**src/rtl/jzjpcc_uart_pkg.sv**
```systemverilog
// Shared definitions for the memory-mapped UART transmitter: FSM states and
// the bit layout of the command and status words seen by the core.
package jzjpcc_uart_pkg;

  typedef enum logic [1:0] {
    IDLE  = 2'd0,
    START = 2'd1,
    DATA  = 2'd2,
    STOP  = 2'd3
  } tx_state_e;

  // txCommand layout (word written by the core)
  localparam int unsigned CMD_DATA_LSB    = 0;
  localparam int unsigned CMD_DATA_MSB    = 7;
  localparam int unsigned CMD_TOGGLE_BIT  = 8;
  localparam int unsigned CMD_CLR_OVF_BIT = 9;

  // txStatus layout (word read by the core)
  localparam int unsigned STAT_FULL_BIT   = 0;
  localparam int unsigned STAT_EMPTY_BIT  = 1;
  localparam int unsigned STAT_BUSY_BIT   = 2;
  localparam int unsigned STAT_ACK_BIT    = 3;
  localparam int unsigned STAT_COUNT_LSB  = 4;
  localparam int unsigned STAT_COUNT_MSB  = 7;
  localparam int unsigned STAT_OVF_BIT    = 8;

endpackage

```
**src/rtl/jzjpcc_sync_fifo.sv**
```systemverilog
// Single-clock FIFO with a separate occupancy counter so that "full" is
// distinguishable from "empty" when the wrapping pointers coincide.
// The head entry is presented combinationally on pop_data.
module jzjpcc_sync_fifo #(
  parameter int unsigned WIDTH = 8,
  parameter int unsigned DEPTH = 8,
  localparam int unsigned PW = (DEPTH > 1) ? $clog2(DEPTH) : 1,
  localparam int unsigned CW = $clog2(DEPTH + 1)
) (
  input  logic             clock,
  input  logic             reset,
  input  logic             push,
  input  logic [WIDTH-1:0] push_data,
  input  logic             pop,
  output logic [WIDTH-1:0] pop_data,
  output logic             full,
  output logic             empty,
  output logic [CW-1:0]    count
);

  logic [WIDTH-1:0] mem_q [DEPTH];
  logic [PW-1:0]    wr_ptr_q, wr_ptr_d;
  logic [PW-1:0]    rd_ptr_q, rd_ptr_d;
  logic [CW-1:0]    count_q, count_d;
  logic             do_push_s, do_pop_s;

  assign full     = (count_q == CW'(DEPTH));
  assign empty    = (count_q == {CW{1'b0}});
  assign count    = count_q;
  assign pop_data = mem_q[rd_ptr_q];

  // Next pointer and occupancy values; a push and a pop on one edge cancel in the count.
  always_comb begin
    do_push_s = push && !full;
    do_pop_s  = pop && !empty;
    wr_ptr_d  = wr_ptr_q;
    rd_ptr_d  = rd_ptr_q;
    count_d   = count_q;
    if (do_push_s) begin
      wr_ptr_d = wr_ptr_q + PW'(1);
    end else begin
      wr_ptr_d = wr_ptr_q;
    end
    if (do_pop_s) begin
      rd_ptr_d = rd_ptr_q + PW'(1);
    end else begin
      rd_ptr_d = rd_ptr_q;
    end
    case ({do_push_s, do_pop_s})
      2'b10:   count_d = count_q + CW'(1);
      2'b01:   count_d = count_q - CW'(1);
      default: count_d = count_q;
    endcase
  end

  // Pointer and occupancy registers.
  always_ff @(posedge clock or negedge reset) begin
    if (!reset) begin
      wr_ptr_q <= {PW{1'b0}};
      rd_ptr_q <= {PW{1'b0}};
      count_q  <= {CW{1'b0}};
    end else begin
      wr_ptr_q <= wr_ptr_d;
      rd_ptr_q <= rd_ptr_d;
      count_q  <= count_d;
    end
  end

  // Storage array; contents need no reset because occupancy guards every read.
  always_ff @(posedge clock) begin
    if (do_push_s) begin
      mem_q[wr_ptr_q] <= push_data;
    end
  end

endmodule

```
**src/rtl/jzjpcc_mmio_uart_tx.sv**
```systemverilog
// Memory-mapped 8N1 UART transmitter. The core writes a byte by flipping the
// toggle bit of txCommand; bytes are queued in a FIFO and shifted out LSB
// first. txStatus reports FIFO state, busy, a write acknowledge and overflow.
module jzjpcc_mmio_uart_tx
  import jzjpcc_uart_pkg::*;
#(
  parameter int unsigned CLOCKS_PER_BIT = 434,
  parameter int unsigned FIFO_DEPTH     = 8
) (
  input  logic        clock,
  input  logic        reset,
  input  logic [31:0] txCommand,
  output logic [31:0] txStatus,
  output logic        txd
);

  localparam int unsigned BW = (CLOCKS_PER_BIT > 1) ? $clog2(CLOCKS_PER_BIT) : 1;
  localparam int unsigned CW = $clog2(FIFO_DEPTH + 1);
  localparam logic [BW-1:0] BAUD_LAST = BW'(CLOCKS_PER_BIT - 1);

  tx_state_e     state_q, state_d;
  logic [BW-1:0] baud_q, baud_d;
  logic [2:0]    idx_q, idx_d;
  logic [7:0]    shift_q, shift_d;
  logic          txd_q, txd_d;
  logic          armed_q, armed_d;
  logic          last_toggle_q, last_toggle_d;
  logic          ack_q, ack_d;
  logic          overflow_q, overflow_d;

  logic          write_req_s;
  logic          push_s;
  logic          pop_s;
  logic [7:0]    fifo_data_s;
  logic          fifo_full_s;
  logic          fifo_empty_s;
  logic [CW-1:0] fifo_count_s;
  logic          cmd_unused_s;

  // Upper command bits carry nothing for this peripheral.
  assign cmd_unused_s = ^txCommand[31:10];

  jzjpcc_sync_fifo #(
    .WIDTH (8),
    .DEPTH (FIFO_DEPTH)
  ) u_fifo (
    .clock     (clock),
    .reset     (reset),
    .push      (push_s),
    .push_data (txCommand[CMD_DATA_MSB:CMD_DATA_LSB]),
    .pop       (pop_s),
    .pop_data  (fifo_data_s),
    .full      (fifo_full_s),
    .empty     (fifo_empty_s),
    .count     (fifo_count_s)
  );

  // Write-request detection, acknowledge echo and sticky overflow flag.
  always_comb begin
    armed_d       = 1'b1;
    last_toggle_d = last_toggle_q;
    ack_d         = ack_q;
    overflow_d    = overflow_q;
    write_req_s   = armed_q && (txCommand[CMD_TOGGLE_BIT] != last_toggle_q);
    push_s        = write_req_s && !fifo_full_s;
    if (!armed_q) begin
      // First edge after reset only samples the toggle; nothing is queued.
      last_toggle_d = txCommand[CMD_TOGGLE_BIT];
    end else if (write_req_s) begin
      last_toggle_d = txCommand[CMD_TOGGLE_BIT];
      ack_d         = txCommand[CMD_TOGGLE_BIT];
    end else begin
      last_toggle_d = last_toggle_q;
    end
    // A byte dropped on this edge wins over a simultaneous clear.
    if (write_req_s && fifo_full_s) begin
      overflow_d = 1'b1;
    end else if (txCommand[CMD_CLR_OVF_BIT]) begin
      overflow_d = 1'b0;
    end else begin
      overflow_d = overflow_q;
    end
  end

  // Frame sequencer: baud counting, bit indexing and FIFO pops.
  always_comb begin
    state_d = state_q;
    baud_d  = baud_q;
    idx_d   = idx_q;
    shift_d = shift_q;
    pop_s   = 1'b0;
    case (state_q)
      IDLE: begin
        if (!fifo_empty_s) begin
          pop_s   = 1'b1;
          shift_d = fifo_data_s;
          baud_d  = {BW{1'b0}};
          state_d = START;
        end else begin
          state_d = IDLE;
        end
      end
      START: begin
        if (baud_q == BAUD_LAST) begin
          baud_d  = {BW{1'b0}};
          idx_d   = 3'd0;
          state_d = DATA;
        end else begin
          baud_d  = baud_q + BW'(1);
        end
      end
      DATA: begin
        if (baud_q == BAUD_LAST) begin
          baud_d = {BW{1'b0}};
          if (idx_q == 3'd7) begin
            idx_d   = 3'd0;
            state_d = STOP;
          end else begin
            idx_d   = idx_q + 3'd1;
          end
        end else begin
          baud_d = baud_q + BW'(1);
        end
      end
      STOP: begin
        if (baud_q == BAUD_LAST) begin
          baud_d = {BW{1'b0}};
          if (!fifo_empty_s) begin
            // Chain straight into the next frame without an idle bit.
            pop_s   = 1'b1;
            shift_d = fifo_data_s;
            state_d = START;
          end else begin
            state_d = IDLE;
          end
        end else begin
          baud_d = baud_q + BW'(1);
        end
      end
      default: begin
        state_d = IDLE;
        baud_d  = {BW{1'b0}};
        idx_d   = 3'd0;
      end
    endcase
  end

  // Line level for the upcoming cycle, registered so txd never glitches.
  always_comb begin
    txd_d = 1'b1;
    case (state_d)
      IDLE:    txd_d = 1'b1;
      START:   txd_d = 1'b0;
      DATA:    txd_d = shift_d[idx_d];
      STOP:    txd_d = 1'b1;
      default: txd_d = 1'b1;
    endcase
  end

  // Status word assembled from registered state only.
  always_comb begin
    txStatus = 32'd0;
    txStatus[STAT_FULL_BIT]                  = fifo_full_s;
    txStatus[STAT_EMPTY_BIT]                 = fifo_empty_s;
    txStatus[STAT_BUSY_BIT]                  = (state_q != IDLE);
    txStatus[STAT_ACK_BIT]                   = ack_q;
    txStatus[STAT_COUNT_MSB:STAT_COUNT_LSB]  = 4'(fifo_count_s);
    txStatus[STAT_OVF_BIT]                   = overflow_q;
  end

  assign txd = txd_q;

  // Transmitter state registers; reset abandons any frame in flight.
  always_ff @(posedge clock or negedge reset) begin
    if (!reset) begin
      state_q       <= IDLE;
      baud_q        <= {BW{1'b0}};
      idx_q         <= 3'd0;
      shift_q       <= 8'd0;
      txd_q         <= 1'b1;
      armed_q       <= 1'b0;
      last_toggle_q <= 1'b0;
      ack_q         <= 1'b0;
      overflow_q    <= 1'b0;
    end else begin
      state_q       <= state_d;
      baud_q        <= baud_d;
      idx_q         <= idx_d;
      shift_q       <= shift_d;
      txd_q         <= txd_d;
      armed_q       <= armed_d;
      last_toggle_q <= last_toggle_d;
      ack_q         <= ack_d;
      overflow_q    <= overflow_d;
    end
  end

endmodule

```
**config.mk**
```make
export PLATFORM = sky130hd
export DESIGN_NAME = jzjpcc_mmio_uart_tx
export DESIGN_NICKNAME = d
export VERILOG_FILES = /design/src/rtl/jzjpcc_uart_pkg.sv /design/src/rtl/jzjpcc_sync_fifo.sv /design/src/rtl/jzjpcc_mmio_uart_tx.sv
export SDC_FILE = /design/constraint.sdc
export NUM_CORES = 1
export LEC_CHECK = 0
export ABC_AREA = 1
export CORE_AREA = 2 2 109 79
export CTS_CLUSTER_SIZE = 40
export DETAILED_ROUTE_END_ITERATION = 16
export DIE_AREA = 0 0 111 81
export DONT_BUFFER_PORTS = 1
export PLACE_DENSITY_LB_ADDON = 0.25
export SYNTH_ARGS = -nofsm -noshare
export SYNTH_HDL_FRONTEND = slang
export SYNTH_SLANG_ARGS = --single-unit
```
**constraint.sdc**
```tcl
create_clock -name clock -period 2.83 [get_ports clock]
set_input_delay 0.4245 -clock clock [delete_from_list [all_inputs] [get_ports clock]]
set_output_delay 0.4245 -clock clock [all_outputs]
set_load 0.02 [all_outputs]
```
# Yosys cells after proc, flatten, opt, wreduce, memory -nomap -nowiden
# Memory sizes are Yosys's and may differ from the RTL's.
# Cells that the tools add are included.
dict set report totals {
  ff_bits 37
  latchBits 0
  mem_bits_rw 64
  romBits 0
  output_inout_bits 33
  wordCells 79
  n_memories 1
}
# memory depth word_bits rd rd_ports_with_merged_regs wr line
set memory_table {}
lappend memory_table {u_fifo.mem_q 8 8 1 0 1 jzjpcc_sync_fifo.sv:21} ;# logic [WIDTH-1:0] mem_q [DEPTH];
dict set report classes {
  addsub 6
  n_mul 0
  n_div 0
  order_cmp 1
  eq_ne 14
  shifts 0
  mux 29
  bitwise_logic 0
  reduce_logical 16
}
# operator n
set op_table {}
lappend op_table {{$mux 9} 2}
lappend op_table {{$pmux 9 s2} 1}
lappend op_table {{$mux 8} 2}
lappend op_table {{$pmux 8 s2} 1}
lappend op_table {{$eq 2x2->1 const B} 5}
lappend op_table {{$mux 1} 10}
lappend op_table {{$add 3x1->3 const B} 3}
lappend op_table {{$add 9x1->9 const B} 1}
lappend op_table {{$eq 9x9->1 const B} 1}
lappend op_table {{$mux 3} 3}
lappend op_table {{$mux 2} 4}
lappend op_table {{$pmux 2 s4} 1}
lappend op_table {{$pmux 4 s2} 1}
lappend op_table {{$eq 2x1->1 const B} 3}
lappend op_table {{$pmux 3 s2} 1}
lappend op_table {{$reduce_bool 2->1} 3}
lappend op_table {{$logic_and 1x1->1} 5}
lappend op_table {{$add 4x1->4 const B} 1}
lappend op_table {{$eq 4x4->1 const B} 1}
lappend op_table {{$logic_not 2->1} 2}
lappend op_table {{$logic_not 4->1} 1}
lappend op_table {{$lt 3x4->1 const B} 1}
lappend op_table {{$sub 4x1->4 const B} 1}
lappend op_table {{$bmux 1 s3} 1}
lappend op_table {{other kinds (10)} 11}

# Logic depth before layout (Yosys ltp)
# Gate-level depths: netlist of run 1.
dict set report depth {
  depth_word 7
  ltp_mapped 15
  mapped_depth_nobuf 14
}

# Hierarchy
# Synthesis of run 1 repeated with hierarchy kept, for this count alone.
dict set report unflattened {
  cells_unflattened 587
  area_unflattened_um2 5208.7
}
# mod n_inst cells_per_inst area_each_um2 seq_area_each_um2
set modules_own_cells {}
lappend modules_own_cells {jzjpcc_sync_fifo 1 357 3399.5 2172.1}
lappend modules_own_cells {jzjpcc_mmio_uart_tx 1 230 1809.2 676.9}

# Worst setup path before layout of run 1
# OpenSTA, ideal clock, no wires.
dict set report synth_path {
  path_kind {register to register}
  start {reg state_q[0]}
  end {reg u_fifo.count_q[2], in the netlist u_fifo.count[2]}
  setup_ns 0.128
  arrival_ns 2.186
  slack_ns 0.516
  stages_incl_launch_ff 15
  path_buffers 1
  path_cell_list {dfrtp_1 inv_1 ha_1 a21oi_1 nand2_1 a21oi_4 buf_8 ha_1 nand2_1 inv_1 nor2_1 ha_1 a21oi_1 xnor2_1 o21ai_0}
}
dict set report synth_via {
  elab_chain_len 5
  word_cells_on_any_way 8
}
# element line
set synth_lines {}
lappend synth_lines {{start, declared} jzjpcc_mmio_uart_tx.sv:21} ;# tx_state_e state_q, state_d;
lappend synth_lines {{start signal, assigned} jzjpcc_mmio_uart_tx.sv:186} ;# state_q <= state_d;
lappend synth_lines {{$eq 2x2->1 or $logic_not 2->1 (tied branches)} jzjpcc_mmio_uart_tx.sv:92} ;# case (state_q)
lappend synth_lines {{$pmux 1 s2 (*)} jzjpcc_mmio_uart_tx.sv:92}
lappend synth_lines {{$logic_and 1x1->1 (*)} jzjpcc_sync_fifo.sv:35} ;# do_pop_s = pop && !empty;
lappend synth_lines {{net u_fifo.do_pop_s} jzjpcc_sync_fifo.sv:25} ;# logic do_push_s, do_pop_s;
lappend synth_lines {{$eq 2x1->1 or $eq 2x2->1 (tied branches)} jzjpcc_sync_fifo.sv:49} ;# case ({do_push_s, do_pop_s})
lappend synth_lines {{$pmux 4 s2 or $reduce_bool 2->1 (tied branches)} --}
lappend synth_lines {{end signal, assigned} jzjpcc_sync_fifo.sv:61} ;# count_q <= {CW{1'b0}};
lappend synth_lines {{end signal, assigned} jzjpcc_sync_fifo.sv:65} ;# count_q <= count_d;
lappend synth_lines {{end, declared} jzjpcc_sync_fifo.sv:24} ;# logic [CW-1:0] count_q, count_d;
# Mark *: on every way through the listed nets, which the timed path passes. The rest lies on a longest branch.
# A chain may end at the register's enable or synchronous reset.

# Worst setup path after layout of run 1
dict set report layout_path {
  start {reg state_q[0]}
  end {reg u_fifo.count_q[2], in the netlist u_fifo.count[2]}
}
dict set report layout_via {
  elab_chain_len 5
  word_cells_on_any_way 8
}
# element line
set layout_lines {}
lappend layout_lines {{$eq 2x2->1 or $logic_not 2->1 (tied branches)} jzjpcc_mmio_uart_tx.sv:92}
lappend layout_lines {{$pmux 1 s2 (*)} jzjpcc_mmio_uart_tx.sv:92}
lappend layout_lines {{$logic_and 1x1->1 (*)} jzjpcc_sync_fifo.sv:35}
lappend layout_lines {{$eq 2x1->1 or $eq 2x2->1 (tied branches)} jzjpcc_sync_fifo.sv:49}
lappend layout_lines {{$pmux 4 s2 or $reduce_bool 2->1 (tied branches)} --}
# Every way passes the cells marked *; elsewhere a longest branch is shown, timed or not.

==> impl_metrics.yaml, run 1 <==
pwr:
  power-per-cell-area_mw_per_mm2: 670
  power_leakage_nw: 2.19
  pnr_total_power_mw: 3.52
  vdd_drop_max_uv: 478
finish:
  layout.nets: 538
  fin_area_mm2: 0.00525
  drive_gt1_frac: 0.112
  antenna_cells_inserted: 0
  area_growth_syn_to_layout_pct: 7.79
  fill_cells: 612
detailed_routing:
  detail_route.wl_per_cell_um: 15.6
  via_count: 3223
  firstDrtPassIters: 5
  drt_iter0_markers: 252
  via_per_inst: 5.39
  drcViolationCount: 0
  drt_wl_total_mm: 9.31
  drt.antenna.violating_nets: 0
critical_path:
  worstPathArrival_ns: 2.75
  worst_path_dominant_cell_family: "adder cells"
  critPathMostFrequentCell: "sky130_fd_sc_hd__ha_1"
  crit_path_top_delay_cell: "sky130_fd_sc_hd__dfrtp_1"
  max_stage_delay_ns: 0.43
  setup.worst_path.class: "register to register"
  r2r_start: "state_q[0]"
  critical_path.cell_chain: "inv_1 > ha_1 > a21oi_1 > nand2_1 > a21oi_4 > ha_1 > nand2_1 > inv_1 > nor2_1 > ha_1 > a21oi_1 > xnor2_1 > o21ai_0"
  crit_path_start_kind: "register"
  cp_buf_inv_count: 2
  critical_path.reg2reg.endpoint: "u_fifo.count[2]"
  cp_max_fo: 6
  rr_worst_depth: 13
  critPathCaptureType: "register"
  worst-endpoint-required_ns: 3.05
  ff2ff_setup_slack_ns: 0.30
global_route:
  grt_start_max_net_pins: 38
  gr-usage-all-layers: 0.218
  antenna_found_initial: 0
  grt_first_pass_wirelength_mm: 14.6
  grt.overflow.total: 0
  first_global_vias: 2929
clock_network:
  clockRootBuffer: "sky130_fd_sc_hd__clkbuf_16"
  insertion_delay_ns: 0.35
  post_cts_setup_buffers: 0
  cts_num_sinks: 101
  cts_tree: "yes"
  cts_buffers: 9
  clock_tree.htree_level_count: 3
  clock_path_buffers: 2
  post_cts_resize_count: 0
  cts.reportedPaths.clkPinSlew_ns: 0.07
floorplan:
  floorplan.die.width_um: 111
  design.portCount: 67
  num_rows: 28
  initial_core_utilization: 0.601
  coreArea_mm2: 0.00809
  dieHeight_um: 81
  die_area_mm2: 0.00899
placement:
  place.port_buffers: 0
  detailed_place.area_mm2: 0.00489
  gpl.final_weighted_congestion: 0.872
  post-dp-hpwl_mm: 6.18
synthesis:
  yosys_warnings: 0
  post_synth_main_area_contributors: "sky130_fd_sc_hd__edfxtp_1, sky130_fd_sc_hd__dfrtp_1, sky130_fd_sc_hd__nor2_1"
  avgSynthCellArea_um2: 10.1
  ys_seq_area_frac: 0.585
  synth_area_mm2: 0.00487
  synth_top_area_frac: 0.395
  netlist.top_cell.by_area: "sky130_fd_sc_hd__edfxtp_1"
  async_reset_ff_frac: 0.366
  edff_count_synth: 64
  dominantRegCellSynth: "sky130_fd_sc_hd__edfxtp_1"
  syn_inst_count: 482
  number_of_library_cell_types_mapped_by_synthesis: 41
  post_synthesis_register_bit_count: 101
timing:
  finalCritPeriodShare: 0.893
  max_clock_freq_mhz: 396
  timing.hold.ws_ns: 0.0991
  timing.clock.skew_ns: 0.00862
  worst-slew-pin-transition_ns: 0.504
  worst_slew_margin_rel: 0.663
  finalWorstPathRequiredPeriod_ns: 2.53
  final-max-slew-violation-count: 0
  grt_setup_unrepaired: "false"
  setup_total_negative_slack_ns: 0
  setup_viol_count_final: 0
  final_hold_viol_count: 0
status:
  outcome: "finished clean"
worst_hold_path:
  min_path_cells: 0
  worst_hold_launch: "txCommand[8]"
  min_to: "last_toggle_q"
  hold_path.class: "primary input to register"
flow_run:
  max_cap_viol_count: 0
-- power by group --
group	internal, mW	switching, mW
Sequential	1.71	0.123
Clock	0.779	0.549
Combinational	0.113	0.243
-- flip-flops by register name, indices dropped and copies added (netlist names) --
register         cells
armed_q              1
u_fifo.wr_ptr_q      3
shift_q              8
u_fifo.rd_ptr_q      3
baud_q               9
u_fifo.mem_q        64
idx_q                3
u_fifo.count         4
last_toggle_q        1
overflow_q           1
txd                  1
state_q              2
ack_q                1
-- cell usage in the layout, fill, tap and decap left out, types with 6 or more instances in the layout --
master and instances:
sky130_fd_sc_hd__nand3_1 36, sky130_fd_sc_hd__inv_2 6, sky130_fd_sc_hd__clkbuf_16 9, sky130_fd_sc_hd__nand3_2 8
sky130_fd_sc_hd__buf_4 12, sky130_fd_sc_hd__dfrtp_1 36, sky130_fd_sc_hd__conb_1 24, sky130_fd_sc_hd__o21ai_0 36
sky130_fd_sc_hd__ha_1 16, sky130_fd_sc_hd__a21oi_1 10, sky130_fd_sc_hd__inv_1 34, sky130_fd_sc_hd__edfxtp_1 64
sky130_fd_sc_hd__nor2_1 81, sky130_fd_sc_hd__nand2_1 67
-- routing by layer --
metal  GRT usage  vias to the layer above  wire length (um)
met5           0                        -                 0
met4      0.0663                        0               114
met3      0.0791                       15               769
met2       0.319                      127              4090
met1       0.309                     1506              4330
li1            -                     1575                 -
-- Yosys cell counts (3+ instances only) --
master / n
sky130_fd_sc_hd__nor2_1: 81
sky130_fd_sc_hd__nand2_1: 67
sky130_fd_sc_hd__edfxtp_1: 64
sky130_fd_sc_hd__dfrtp_1: 36
sky130_fd_sc_hd__nand3_1: 36
sky130_fd_sc_hd__o21ai_0: 36
sky130_fd_sc_hd__inv_1: 34
sky130_fd_sc_hd__buf_4: 27
sky130_fd_sc_hd__ha_1: 16
sky130_fd_sc_hd__a21oi_1: 10
sky130_fd_sc_hd__buf_2: 8
sky130_fd_sc_hd__nand3_2: 8
sky130_fd_sc_hd__inv_2: 6
sky130_fd_sc_hd__nor3_1: 5
sky130_fd_sc_hd__o211ai_1: 5
sky130_fd_sc_hd__xor2_1: 5
sky130_fd_sc_hd__clkbuf_1: 4
sky130_fd_sc_hd__a31oi_1: 3
sky130_fd_sc_hd__xnor2_1: 3
-- repair_timing --
| action | CTS | global route |
|---|---|---|
| setup endpoints to repair | 0 | 0 |
| hold buffers | 2 | 0 |
| hold endpoints to repair | 37 | 0 |
-- logic make-up (layout without fill, tap and decap cells) --
kind of cell / count (synthesis) / after routing / share of synthesized area
compound gates: 63 / 63 / 0.0741
xor+xnor: 8 / 8 / 0.0144
fa+ha+maj: 16 / 16 / 0.0411
buf+inv: 82 / 71 / 0.0887
flops: 101 / 101 / 0.585
mux: 2 / 2 / 0.00437
other cells: 2 / 24 / 0.00154
simple gates: 208 / 208 / 0.190
-- through the flow --
step,instances,util,worst slack [ns]
floorplan,504,-,0.516
global placement,580,0.605,0.505
detailed placement,580,0.605,0.401
CTS,598,0.648,0.296
global route,598,0.648,0.0926
finish,598,0.648,0.302
-- worst max-delay path by stage --
| stage | startpoint | endpoint | slack (ns) | depth (start not counted) |
|---|---|---|---|---|
| 2_1_floorplan | state_q[0] | u_fifo.count[2] | 0.52 | 14 |
| 3_3_place_gp | state_q[0] | u_fifo.count[2] | 0.51 | 13 |
| 3_5_place_dp | state_q[0] | u_fifo.count[2] | 0.40 | 13 |
| 4_1_cts | state_q[0] | u_fifo.count[2] | 0.30 | 13 |
| 5_1_grt | state_q[0] | u_fifo.count[2] | 0.09 | 13 |
| 6_report | state_q[0] | u_fifo.count[2] | 0.30 | 13 |
-- cell type report --
cell class                 instances  area, um^2  share of cell area
tap                              105         131              0.0250
inverter                          41         154              0.0293
multi-input combinational        321        1670               0.318
clock buffer                       9         225              0.0429
timing repair buffer              14         120              0.0229
clock inverter                     7        97.6              0.0186
sequential                       101        2850               0.543
No activity file was read; power rests on OpenSTA's default activity.
==> run 2: changes to the inputs <==
--- a/config.mk
+++ b/config.mk
@@ -7,10 +7,12 @@
 export LEC_CHECK = 0
 export ABC_AREA = 1
 export CORE_AREA = 2 2 109 79
+export CTS_CLUSTER_DIAMETER = 50
 export CTS_CLUSTER_SIZE = 40
 export DETAILED_ROUTE_END_ITERATION = 16
 export DIE_AREA = 0 0 111 81
 export DONT_BUFFER_PORTS = 1
+export GPL_TIMING_DRIVEN = 0
 export PLACE_DENSITY_LB_ADDON = 0.25
 export SYNTH_ARGS = -nofsm -noshare
 export SYNTH_HDL_FRONTEND = slang
==> run 2 against run 1 <==
Against the previous run: count of clock-buffer cells in the layout unchanged; final cell count is 5.0% higher; clock power barely moved; critical endpoint unchanged.
==> impl_metrics.yaml, run 2 (synthesis gave the netlist of run 1 again) <==
status:
  outcome: "finished clean"
placement:
  gpl.final_weighted_congestion: 0.849
  detailed_place.area_mm2: 0.00508
  place.port_buffers: 0
  post-dp-hpwl_mm: 6.60
  placed_cells_incl_taps: 609
floorplan:
  floorplan.die.width_um: 111
  initial_core_utilization: 0.601
  die_area_mm2: 0.00899
  dieHeight_um: 81
  design.portCount: 67
  coreArea_mm2: 0.00809
  num_rows: 28
timing:
  setup_total_negative_slack_ns: 0
  timing.clock.skew_ns: 0.00662
  timing.hold.ws_ns: 0.179
  finalWorstPathRequiredPeriod_ns: 2.56
  worst_slew_margin_rel: 0.291
  finalCritPeriodShare: 0.904
  grt_setup_unrepaired: "false"
  final_hold_viol_count: 0
  setup_viol_count_final: 0
  worst-slew-pin-transition_ns: 1.06
  final-max-slew-violation-count: 0
  max_clock_freq_mhz: 391
pwr:
  power-per-cell-area_mw_per_mm2: 647
  power_leakage_nw: 2.33
  vdd_drop_max_uv: 657
finish:
  post_layout_nonfiller_instances: 628
  post-route-util: 0.672
  fill_cells: 596
  area_growth_syn_to_layout_pct: 11.8
  mostFrequentLayoutCell: "sky130_fd_sc_hd__nor2_1"
  layout.nets: 568
  antenna_cells_inserted: 0
  drive_gt1_frac: 0.155
  fin_area_mm2: 0.00544
  registers.top_by_ff_count: "u_fifo.mem_q"
  largest_register_ffs: 64
  mostFrequentLayoutCells: "sky130_fd_sc_hd__nor2_1, sky130_fd_sc_hd__nand2_1, sky130_fd_sc_hd__edfxtp_1"
  largest_registers: "u_fifo.mem_q (64), baud_q (9), shift_q (8)"
clock_network:
  clockRootBuffer: "sky130_fd_sc_hd__clkbuf_16"
  clock_path_buffers: 2
  cts_buffers: 9
  cts_num_sinks: 101
  cts_tree: "yes"
  cts.reportedPaths.clkPinSlew_ns: 0.07
  clock_tree.htree_level_count: 3
  insertion_delay_ns: 0.34
critical_path:
  critPathCaptureType: "register"
  setup.worst_path.class: "register to register"
  worst-endpoint-required_ns: 3.05
  worstSetupStartpoint: "state_q[0]"
  worstPathArrival_ns: 2.78
  cp_max_fo: 11
  r2r_start: "state_q[0]"
  crit_path_start_kind: "register"
  ff2ff_setup_slack_ns: 0.27
global_route:
  grt.overflow.total: 0
  grt_start_max_net_pins: 38
  first_global_vias: 3110
  antenna_found_initial: 0
  gr-usage-all-layers: 0.226
  grt_first_pass_wirelength_mm: 15.4
detailed_routing:
  drt.antenna.violating_nets: 0
  firstDrtPassIters: 5
  drt_wl_total_mm: 9.75
  detail_route.wl_per_cell_um: 15.5
  drt_iter0_markers: 274
  via_per_inst: 5.37
  via_count: 3371
  drcViolationCount: 0
worst_hold_path:
  worst_hold_launch: "txCommand[1]"
  hold_path.class: "primary input to register"
flow_run:
  max_cap_viol_count: 0
==> run 2: worst paths after layout <==
path	to	cells after the start
max	u_fifo.count[2]	14
min	u_fifo.mem_q[4][1]	0
max reg2reg	u_fifo.count[2]	14
min reg2reg	shift_q[6]	2
max in group asynchronous	txd	2
min in group asynchronous	u_fifo.count[3]	2
==> run 2: metrics by stage <==
step	setup WS, ns	power (mW)
finish	0.273	3.52
global route	0.0380	3.66
CTS	0.170	3.54
detailed placement	0.181	2.23
global placement	0.284	2.21
floorplan	0.516	2.14
==> run 2: area by class of cell <==
cell class,instances,area (um^2),area share
plain buffers,41,278,0.0511
clock buffers,9,225,0.0414
clock inverters,7,95.1,0.0175
inverters,41,154,0.0283
multi-input cells,321,1670,0.307
flip-flops and latches,101,2850,0.524
well taps,105,131,0.0241
repair buffers,3,37.5,0.00690
==> run 2: worst max-delay path: stages (launching register included) <==
cell and delay (ns):
sky130_fd_sc_hd__dfrtp_1 0.42, sky130_fd_sc_hd__inv_1 0.15, sky130_fd_sc_hd__ha_2 0.33, sky130_fd_sc_hd__a21oi_1 0.14, sky130_fd_sc_hd__nand2_1 0.10, sky130_fd_sc_hd__a21oi_4 0.16, sky130_fd_sc_hd__buf_8 0.17, sky130_fd_sc_hd__ha_1 0.22
sky130_fd_sc_hd__nand2_1 0.07, sky130_fd_sc_hd__inv_1 0.08, sky130_fd_sc_hd__nor2_1 0.06, sky130_fd_sc_hd__ha_1 0.18, sky130_fd_sc_hd__a21oi_1 0.15, sky130_fd_sc_hd__xnor2_1 0.14, sky130_fd_sc_hd__o21ai_0 0.08
==> run 2: repair_timing <==
| action | CTS | global route |
|---|---|---|
| resized for setup | 0 | 1 |
| hold buffers | 2 | 0 |
| endpoints found under the hold margin | 37 | 0 |
| endpoints found under the setup margin | 0 | 2 |
| setup buffers | 0 | 1 |
==> run 2: report_power, final <==
group          leakage, nW  internal (mW)  total [mW]  switching, mW
sequential            1.03           1.71        1.83          0.118
clock                0.158          0.779        1.30          0.520
combinational         1.14          0.134       0.390          0.256
==> run 2: routing by layer <==
metal	vias up	routed length (um)	track usage
met3	17	733	0.0694
met5	-	0	0
met4	0	160	0.0813
met2	138	4530	0.361
met1	1575	4320	0.300
li1	1641	-	-
==> run 3: changes to the inputs <==
--- a/config.mk
+++ b/config.mk
@@ -6,12 +6,14 @@
 export NUM_CORES = 1
 export LEC_CHECK = 0
 export ABC_AREA = 1
-export CORE_AREA = 2 2 109 79
+export CORE_AREA = 2 2 106 77
+export CTS_BUF_LIST = sky130_fd_sc_hd__clkbuf_2
 export CTS_CLUSTER_DIAMETER = 50
 export CTS_CLUSTER_SIZE = 40
 export DETAILED_ROUTE_END_ITERATION = 16
-export DIE_AREA = 0 0 111 81
+export DIE_AREA = 0 0 108 79
 export DONT_BUFFER_PORTS = 1
+export GPL_ROUTABILITY_DRIVEN = 0
 export GPL_TIMING_DRIVEN = 0
 export PLACE_DENSITY_LB_ADDON = 0.25
 export SYNTH_ARGS = -nofsm -noshare
==> run 3 against run 2 <==
Against the previous run: final cell count increased by 1.3%; sequential power about the same; sequential share of layout area increased by 0.99 points; register-to-register slack got worse by 0.06 ns; cell area decreased by 1.9%; non-clock buffer count increased by 12; die area decreased by 5.1%; critical path type unchanged; largest cell class unchanged; largest power group unchanged.
==> impl_metrics.yaml, run 3 (synthesis gave the netlist of run 1 again) <==
status:
  outcome: "finished clean"
clock_network:
  insertion_delay_ns: 0.55
  clock_path_buffers: 2
  cts_num_sinks: 101
  cts_buffers: 9
  clockRootBuffer: "sky130_fd_sc_hd__clkbuf_2"
  cts.reportedPaths.clkPinSlew_ns: 0.29
  clock_tree.htree_level_count: 3
  cts_tree: "yes"
timing:
  setup_viol_count_final: 0
  worst_slew_margin_rel: 0.320
  worst-slew-pin-transition_ns: 1.02
  grt_setup_unrepaired: "false"
  setup_total_negative_slack_ns: 0
  timing.clock.skew_ns: 0.0281
  final_hold_viol_count: 0
  finalCritPeriodShare: 0.924
  final-max-slew-violation-count: 0
  max_clock_freq_mhz: 382
  finalWorstPathRequiredPeriod_ns: 2.61
  timing.hold.ws_ns: 0.149
finish:
  largest_registers: "u_fifo.mem_q (64), baud_q (9), shift_q (8)"
  largest_register_ffs: 64
  layout.nets: 580
  area_growth_syn_to_layout_pct: 9.72
  registers.top_by_ff_count: "u_fifo.mem_q"
  drive_gt1_frac: 0.155
  mostFrequentLayoutCells: "sky130_fd_sc_hd__nor2_1, sky130_fd_sc_hd__nand2_1, sky130_fd_sc_hd__edfxtp_1"
  mostFrequentLayoutCell: "sky130_fd_sc_hd__nor2_1"
  antenna_cells_inserted: 0
  post-route-util: 0.702
  post_layout_nonfiller_instances: 636
pwr:
  vdd_drop_max_uv: 378
  power_leakage_nw: 2.30
  power.share.sequential: 0.633
  power-per-cell-area_mw_per_mm2: 540
  internal-power_mw: 2.00
  switching_power_mw: 0.887
  power.combinational.fraction: 0.141
  pnr_total_power_mw: 2.88
  clock_power_share: 0.226
  p_sw_frac: 0.308
detailed_routing:
  detail_route.wl_per_cell_um: 15.2
  drt_iter0_markers: 253
  drcViolationCount: 0
  drt_wl_total_mm: 9.65
  via_count: 3484
  via_per_inst: 5.48
  firstDrtPassIters: 4
  drt.antenna.violating_nets: 0
floorplan:
  initial_core_utilization: 0.640
  floorplan.die.width_um: 108
  die_area_mm2: 0.00853
  design.portCount: 67
  num_rows: 27
  dieHeight_um: 79
  coreArea_mm2: 0.00760
global_route:
  grt_start_max_net_pins: 38
  gr-usage-all-layers: 0.242
  grt_first_pass_wirelength_mm: 15.4
  antenna_found_initial: 0
  grt.overflow.total: 0
  first_global_vias: 3186
critical_path:
  cp_max_fo: 11
  ff2ff_setup_slack_ns: 0.22
  crit_cells: 14
  worst-endpoint-required_ns: 3.32
  cp_buf_inv_count: 3
  critical_path.reg2reg.endpoint: "u_fifo.count[2]"
  critPathCaptureType: "register"
  setup.worst_path.class: "register to register"
  worstPathArrival_ns: 3.10
  critPathMostFrequentCell: "sky130_fd_sc_hd__ha_1"
  crit_path_start_kind: "register"
  crit_path_top_delay_cell: "sky130_fd_sc_hd__dfrtp_1"
  max_stage_delay_ns: 0.47
  critical_path.cell_chain: "inv_1 > ha_1 > a21oi_1 > nand2_1 > a21oi_4 > buf_8 > ha_1 > nand2_1 > inv_1 > nor2_1 > ha_1 > a21oi_1 > xnor2_1 > o21ai_0"
  r2r_start: "state_q[0]"
  rr_worst_depth: 14
  worst_path_dominant_cell_family: "adder cells"
worst_hold_path:
  hold_path.class: "primary input to register"
  min_to: "overflow_q"
  worst_hold_launch: "txCommand[8]"
  min_path_cells: 5
flow_run:
  max_cap_viol_count: 0
placement:
  placed_cells_incl_taps: 605
  post-dp-hpwl_mm: 6.82
  place.port_buffers: 0
[run 3: changes by cell type in the layout (fill, tap and decap cells not counted), sizes merged]
cell,previous run,this run
dlygate4sd3,1,11
inv,43,44
buf,38,40
clkinv,3,4
bufinv,2,0
[run 3: area by class of cell]
class	count	area, um^2
tap	101	126
timing repair buffer	15	153
buffer	41	278
clock inverter	7	66.3
sequential	101	2850
multi-input combinational	321	1670
clock buffer	9	45.0
fill	576	2260
inverter	41	154
[run 3: stage by stage]
stage               setup slack (ns)  area [um^2]
floorplan                      0.516         4950
global placement               0.273         5070
detailed placement             0.149         5070
CTS                            0.105         5320
global route                  0.0260         5340
finish                         0.215         5340
[run 3: per-layer routing]
layer / share of wire / track usage / vias to the layer above
met2: 0.47 / 0.378 / 159
met4: 0.013 / 0.0756 / 0
met5: 0 / 0 / -
li1: - / - / 1668
met1: 0.44 / 0.349 / 1642
met3: 0.075 / 0.0468 / 15
[run 3: what timing repair did]
action | in CTS | in global routing
buffers inserted | 0 | 3
endpoints found under the hold margin | 104 | 0
gates resized for setup | 0 | 0
setup endpoints to repair | 0 | 2
hold buffers | 12 | 0
[run 3: worst max path at each step]
stage                           from               to  slack, ns
final                     state_q[0]  u_fifo.count[2]       0.22
after global routing      state_q[0]  u_fifo.count[2]       0.03
after CTS                 state_q[0]  u_fifo.count[3]       0.10
after detailed placement  state_q[0]  u_fifo.count[3]       0.15
after global placement    state_q[0]  u_fifo.count[2]       0.27
after floorplan           state_q[0]  u_fifo.count[2]       0.52
[run 3: power by group through the flow]
stage	clock [mW]	sequential [mW]	combinational [mW]
2_1_floorplan	0	1.83	0.302
5_1_grt	0.717	1.84	0.454
3_3_place_gp	0	1.85	0.352
4_1_cts	0.663	1.83	0.405
6_report	0.651	1.83	0.405
3_5_place_dp	0	1.86	0.366
[run 3: worst reg2reg max path, delay by kind of cell, from the launching register on]
family	cells	cell delay, ns
buffers and inverters	3	0.39
XOR/XNOR	1	0.13
flip-flops	1	0.47
AO/OA/AOI/OAI	4	0.57
AND/OR/NAND/NOR	3	0.24
adder cells (fa/ha/maj)	3	0.76
